`src/rtl/mem_arbiter.sv`:
```
// ============================================================================
// Module   : mem_arbiter
// Brief    : Shares one memory port between the IFU (read) and LSU (read/write)
//            with LSU priority and an IFU anti-starvation override.
// Revision : 1.0  initial release
// ============================================================================
`default_nettype none

module mem_arbiter #(
    parameter int AW       = 64,
    parameter int DW       = 64,
    parameter int MAX_WAIT = 4
) (
    input  logic          clk,
    input  logic          rst,
    input  logic          ifu_req_valid,
    output logic          ifu_req_ready,
    input  logic [AW-1:0] ifu_addr,
    output logic          ifu_resp_valid,
    output logic [DW-1:0] ifu_rdata,
    input  logic          lsu_req_valid,
    output logic          lsu_req_ready,
    input  logic          lsu_wen,
    input  logic [AW-1:0] lsu_addr,
    input  logic [DW-1:0] lsu_wdata,
    input  logic [7:0]    lsu_wmask,
    output logic          lsu_resp_valid,
    output logic [DW-1:0] lsu_rdata,
    output logic          mem_req_valid,
    input  logic          mem_req_ready,
    output logic          mem_wen,
    output logic [AW-1:0] mem_addr,
    output logic [DW-1:0] mem_wdata,
    output logic [7:0]    mem_wmask,
    input  logic          mem_resp_valid,
    input  logic [DW-1:0] mem_rdata
);

    typedef enum logic [1:0] {IDLE = 2'd0, REQ = 2'd1, WAIT = 2'd2} state_t;
    typedef enum logic [1:0] {OWN_NONE = 2'd0, OWN_IFU = 2'd1, OWN_LSU = 2'd2} owner_t;

    localparam logic [7:0] c_max_wait = 8'(MAX_WAIT);

    state_t        r_state_q,    w_state_d;
    owner_t        r_owner_q,    w_owner_d;
    logic [7:0]    r_wait_cnt_q, w_wait_cnt_d;
    logic [AW-1:0] r_addr_q,     w_addr_d;
    logic          r_wen_q,      w_wen_d;
    logic [DW-1:0] r_wdata_q,    w_wdata_d;
    logic [7:0]    r_wmask_q,    w_wmask_d;
    logic          w_grant_lsu;

    always_ff @(posedge clk) begin
        if (rst) begin
            r_state_q    <= IDLE;
            r_owner_q    <= OWN_NONE;
            r_wait_cnt_q <= '0;
            r_addr_q     <= '0;
            r_wen_q      <= 1'b0;
            r_wdata_q    <= '0;
            r_wmask_q    <= '0;
        end else begin
            r_state_q    <= w_state_d;
            r_owner_q    <= w_owner_d;
            r_wait_cnt_q <= w_wait_cnt_d;
            r_addr_q     <= w_addr_d;
            r_wen_q      <= w_wen_d;
            r_wdata_q    <= w_wdata_d;
            r_wmask_q    <= w_wmask_d;
        end
    end

    always_comb begin
        w_state_d      = r_state_q;
        w_owner_d      = r_owner_q;
        w_wait_cnt_d   = r_wait_cnt_q;
        w_addr_d       = r_addr_q;
        w_wen_d        = r_wen_q;
        w_wdata_d      = r_wdata_q;
        w_wmask_d      = r_wmask_q;
        w_grant_lsu    = 1'b0;
        ifu_req_ready  = 1'b0;
        lsu_req_ready  = 1'b0;
        ifu_resp_valid = 1'b0;
        lsu_resp_valid = 1'b0;
        ifu_rdata      = '0;
        lsu_rdata      = '0;
        // Handshake outputs are suppressed while reset is held so nothing is granted or returned.
        if (!rst) begin
            case (r_state_q)
                IDLE: begin
                    w_grant_lsu = lsu_req_valid &&
                                  !(ifu_req_valid && (r_wait_cnt_q == c_max_wait));
                    if (w_grant_lsu) begin
                        lsu_req_ready = 1'b1;
                        w_addr_d      = lsu_addr;
                        w_wen_d       = lsu_wen;
                        w_wdata_d     = lsu_wdata;
                        w_wmask_d     = lsu_wen ? lsu_wmask : 8'h00;
                        w_owner_d     = OWN_LSU;
                        w_state_d     = REQ;
                        if (ifu_req_valid && (r_wait_cnt_q < c_max_wait)) begin
                            w_wait_cnt_d = r_wait_cnt_q + 8'd1;
                        end
                    end else if (ifu_req_valid) begin
                        ifu_req_ready = 1'b1;
                        w_addr_d      = ifu_addr;
                        w_wen_d       = 1'b0;
                        w_wdata_d     = '0;
                        w_wmask_d     = 8'h00;
                        w_owner_d     = OWN_IFU;
                        w_state_d     = REQ;
                        w_wait_cnt_d  = '0;
                    end
                end
                REQ: begin
                    if (mem_req_ready) begin
                        w_state_d = WAIT;
                    end
                end
                WAIT: begin
                    if (mem_resp_valid) begin
                        if (r_owner_q == OWN_IFU) begin
                            ifu_resp_valid = 1'b1;
                            ifu_rdata      = mem_rdata;
                        end else if (r_owner_q == OWN_LSU) begin
                            lsu_resp_valid = 1'b1;
                            lsu_rdata      = mem_rdata;
                        end
                        w_owner_d = OWN_NONE;
                        w_state_d = IDLE;
                    end
                end
                default: begin
                    w_state_d = IDLE;
                end
            endcase
        end
    end

    assign mem_req_valid = (r_state_q == REQ);
    assign mem_wen       = r_wen_q;
    assign mem_addr      = r_addr_q;
    assign mem_wdata     = r_wdata_q;
    assign mem_wmask     = r_wmask_q;

endmodule

`default_nettype wire

```
`config.mk`:
```
export PLATFORM = sky130hd
export DESIGN_NAME = mem_arbiter
export DESIGN_NICKNAME = d
export VERILOG_FILES = /design/src/rtl/mem_arbiter.sv
export SDC_FILE = /design/constraint.sdc
export NUM_CORES = 1
export LEC_CHECK = 0
export ABC_AREA = 1
export BUFFER_PORTS_ARGS = -buffer_cell sky130_fd_sc_hd__buf_2
export CAP_MARGIN = 20
export CELL_PAD_IN_SITES_DETAIL_PLACEMENT = 1
export CELL_PAD_IN_SITES_GLOBAL_PLACEMENT = 1
export CORE_AREA = 5 5 206 208
export DETAILED_ROUTE_END_ITERATION = 10
export DIE_AREA = 0 0 211 213
export PLACE_DENSITY_LB_ADDON = 0.12
export SLEW_MARGIN = 20
export SYNTH_ARGS = -nofsm -noshare
export SYNTH_HDL_FRONTEND = slang
export SYNTH_SLANG_ARGS = --single-unit
```
`constraint.sdc`:
```
create_clock -name clk -period 2.05 [get_ports clk]
set_input_delay 0.1025 -clock clk [delete_from_list [all_inputs] [get_ports clk]]
set_output_delay 0.1025 -clock clk [all_outputs]
set_load 0.02 [all_outputs]
```
Yosys cells after proc, flatten, opt, wreduce, memory -nomap -nowiden. Index checks and enable logic that the tools add are counted.

Register bits: 149. Input bits: 271. Output and inout port bits: 270. Logic and storage cells: 72.

Add/subtract/negate cells: 1. Order comparisons: 1. Equal/unequal tests: 9. Mux-type cells: 43. Reduce and logical (&&, ||, !) cells: 11.

Operators with widths (count): two-way mux 64 bit (13); two-way mux 8 bit (5); two-way mux 1 bit (18); two-way mux 2 bit (5); AND reduction 3 bit (3); adder 8 x 1 -> 8 bit (second input constant) (1); equality test 8 x 3 -> 1 bit (second input constant) (1); less-than comparator 8 x 3 -> 1 bit (second input constant) (1); case mux 2 bit (3 select lines) (1); equality test 2 x 1 -> 1 bit (second input constant) (2); equality test 2 bit (second input constant) (2); inequality test 2 x 1 -> 1 bit (second input constant) (2); case mux 2 bit (2 select lines) (1); nonzero test 2 bit (2); logical AND 1 bit (3); inequality test 3 bit (second input constant) (1); logical NOT 2 bit (1); inequality test 2 bit (second input constant) (1); AND reduction 2 bit (1); logical NOT 1 bit (1).

Longest topological paths before layout.
Depth in word-level cells: 7. Gate-level depth with buffers: 12. Gate-level depth less buffers: 10.

Worst setup path before layout. OpenSTA, ideal clock, no wires.

Path type: register to output. Start point: register r_state_q[1]. End point: output port lsu_rdata[10]. Arrival: 1.532 ns. Data required time: 1.947 ns. Slack: 0.415 ns. Cell stages (with the launch flop): 8. Path buffers: 1. Cells stage by stage: dfxtp_1 inv_1 nor2_1 nand2_1 nor2_1 inv_2 buf_2 nor2_1.

Longest elaborated chain between the ends: 3.

Ends and longest elaborated chain: start: declaration (RTL line 44) `state_t r_state_q, w_state_d;`; start signal: assignment (RTL line 63) `r_state_q <= w_state_d;`; equality test 2 bit (RTL line 90) `case (r_state_q)`; two-way mux 64 bit (RTL line 90); two-way mux 64 bit (RTL line 89) `if (!rst) begin`; end: declaration (RTL line 28) `output logic [DW-1:0] lsu_rdata,`.

Every way passes these cells.

Worst setup path in the final report.
Start point: register r_state_q[1]. End point: output port ifu_rdata[5].

Longest elaborated chain between the ends: 3.

Ends and longest elaborated chain: equality test 2 bit (RTL line 90); two-way mux 64 bit (RTL line 90); two-way mux 64 bit (RTL line 89); end: declaration (RTL line 20) `output logic [DW-1:0] ifu_rdata,`.

Every way passes these cells.

==> impl_results.md <==
- Die width: 211 µm
- Reg2reg path depth: 11
- Die Y: 213 µm
- Initial antenna violation count: 3
- Period utilization: 94.07%
- Share of layout cells above drive strength 1: 32.75%
- Grt ovf: 0
- Ys async rst share: 0%
- Synth area leaders: dfxtp_1 41%, nand3_1 14%, nor2_1 14%
- Syn Nets: 1448
- Period minus WS final: 1928 ps
- TritonCTS clock tree: yes
- Max FO, Critical Path: 65
- Final Hold Viols: 0
- Worst Hold Path EP: mem_addr[54]$_SDFFE_PP0P_
- Via count: 9946
- Clock skew: 12.31 ps
- Max Cap Viol: 0
- DRT Wirelength: 41400 µm
- Cell accounting for the most synthesized area: dfxtp_1
- Most instantiated library cell after synthesis: nor2_1
- Drt via density: 4.118
- Drt pass-1 iters: 5
- Worst IR Drop VDD: 0.0005563 V
- Area growth syn-to-layout: 80.18%
- Worst path most repeated cell: nor2_2
- DIE AREA: 44940 µm²
- Share of the synthesized area in the top cell type: 40.56%
- Post-DP HPWL: 30010 µm
- Routed WL per cell: 17.14 µm
- GPL Wtd Cong: 0.9392
- Post-synthesis sequential area ratio: 40.56%
- Post-route insts no fill: 2415
- Hold Crit Start: lsu_addr[54]
- Commonest cells post-synth: 270 x nor2_1, 220 x nand2_1, 205 x nand3_1
- # IOs: 541
- Leakage: 7.450 nW
- #FFs+latches synth: 149
- HP Class: in -> reg
- Setup WS post-layout: 121.6 ps
- Mapped cell area: 7355 µm²
- Clk sinks: 149
- Largest net degree at the start of global routing: 91
- Vias in the first global route: 10.61k
- Final Core Density: 32.83%
- Final Setup Violations: 0
- Initial DRC Count: 447
- CTS clk-pin slew, worst paths: 70 ps
- Pwr Total: 8.830 mW
- CP Launch Type: flip-flop
- H-Tree Depth: 4
- Reg-to-reg startpoint: r_wait_cnt_q[0]$_SDFFE_PP0P_
- WS Path Type: reg -> out
- Fmax: 0.5186 GHz
- R2R Path End: mem_addr[1]$_SDFFE_PP0P_
- ANT nets after route: 0
- Max-slew violations: 0
- Global-route wire length before repair: 61940 µm
- Largest buffer count on any clock path: 2
- Worst path slowest cell: dfxtp_2
- Worst skew pair latency: 440 ps
- Post-Place Cells: 2180
- Hold path depth: 5
- Number of flops mapped to enable cells by yosys: 0
- WP data arrival: 1830 ps
- Outcome: complete, no violations
- Tightest Pin Transition: 1025 ps
- Num CTS Buffers: 17
- Power per cell area: 666.3 nW/µm²
- Mapped Avg Cell Area: 6.259 µm²
- Warnings from Yosys: 0
- Global-route usage over all layers: 17.49%
- Post-route cell area: 13250 µm²
- Most used DFF post-synth: dfxtp_1
- Root buffer cell: clkbuf_16
- Rows: 74
- Pre-CTS setup slack: 310.5 ps
- Placed cell areas: 10560 µm²
- Crit end category: primary output
- Final nets: 2141
- CP startpoint: r_state_q[1]$_SDFFE_PP0P_
- Netlist cell types: 20
- R2R Setup Slk: 330 ps
- Cell count after synthesis: 1175
- Biggest cell delay along the critical path: 350 ps
- Port Buffer Count: 540
- Core area: 40370 µm²
- Starting Density: 18.22%
- Slew HR: 31.67%
- CP cell instances: inv_1 -> nor2_2 -> nand4_1 -> buf_12 -> nor2_2 -> buf_2
- Drc violations: 0
- Worst endpoint required time: 1950 ps
[worst max-delay path: cells and delay by family (launching register included)]
| kind | cells | cell delay (ps) |
|---|---|---|
| buf+inv | 3 | 490 |
| flops | 1 | 350 |
| simple gates | 3 | 510 |
[worst max path at each step]
| stage | to |
|---|---|
| final | ifu_rdata[5] |
| after global routing | lsu_rdata[37] |
| after CTS | ifu_req_ready |
| after detailed placement | lsu_rdata[12] |
| after global placement | mem_addr[27]$_SDFFE_PP0P_ |
| after floorplan | lsu_rdata[10] |
[what timing repair did]
item	in CTS	in global routing
endpoints found under the hold margin	138	0
hold buffers	196	0
endpoints found under the setup margin	51	51
pin swaps	1	2
buffers inserted	1	4
gates cloned	1	0
gates resized for setup	11	14
[sequential cells by signal, summed over array words and instances, names as in the netlist]
name	count
r_state_q	2
r_owner_q	2
mem_wen	1
mem_wdata	64
mem_addr	64
r_wait_cnt_q	8
mem_wmask	8
[stage by stage]
| stage | hold slack (ps) | TNS, ps |
|---|---|---|
| floorplan | 253.5 | 0 |
| global placement | 360.9 | 0 |
| detailed placement | 369.3 | 0 |
| CTS | 6.308 | 0 |
| global route | 12.97 | -1.293 |
| finish | 30.30 | 0 |
[area by class of cell]
type                            count  area [µm²]
Multi-Input combinational cell    791        3428
Antenna cell                        2       5.005
Inverter                          148       560.5
Clock inverter                     11       151.4
Tap cell                          532       665.6
Clock buffer                       21       450.4
Timing Repair Buffer              761        5006
Sequential cell                   149        2984
Fill cell                        5183       27120
[cells in the final DEF, fill, tap and decap left out, drive strengths merged, types with 2 or more instances in the layout]
master | Yosys | layout
o21ai | 66 | 66
inv | 148 | 149
ha | 2 | 2
buf | 75 | 564
clkinv | 0 | 6
nand2 | 221 | 221
dlygate4sd3 | 0 | 196
nor3 | 4 | 4
nor2 | 273 | 273
diode | 0 | 2
clkbuf | 12 | 21
dfxtp | 149 | 149
bufinv | 0 | 3
a21oi | 14 | 14
nand3 | 205 | 205
nand4 | 5 | 5
[layer usage]
| metal | wire, µm | track usage, % | up-vias |
|---|---|---|---|
| li1 | - | - | 5014 |
| met1 | 17070 | 20.89 | 4579 |
| met2 | 20750 | 30.94 | 319 |
| met3 | 3111 | 5.392 | 30 |
| met4 | 430 | 3.890 | 4 |
| met5 | 27 | 0 | - |
[power by group]
part           switching [mW]  internal [mW]
Combinational            1.34          0.934
Clock                    1.35           1.96
Sequential              0.120           3.14
[cells by family after synthesis]
logic type,Yosys count,share of synthesized area (%)
buffers and inverters,235,13.49
and+or+nand+nor,708,40.06
DFF,149,40.56
adders and majority gates,2,0.3402
AOI/OAI and AO/OA,81,5.546
Note: power is estimated with default switching activity, not from simulation.
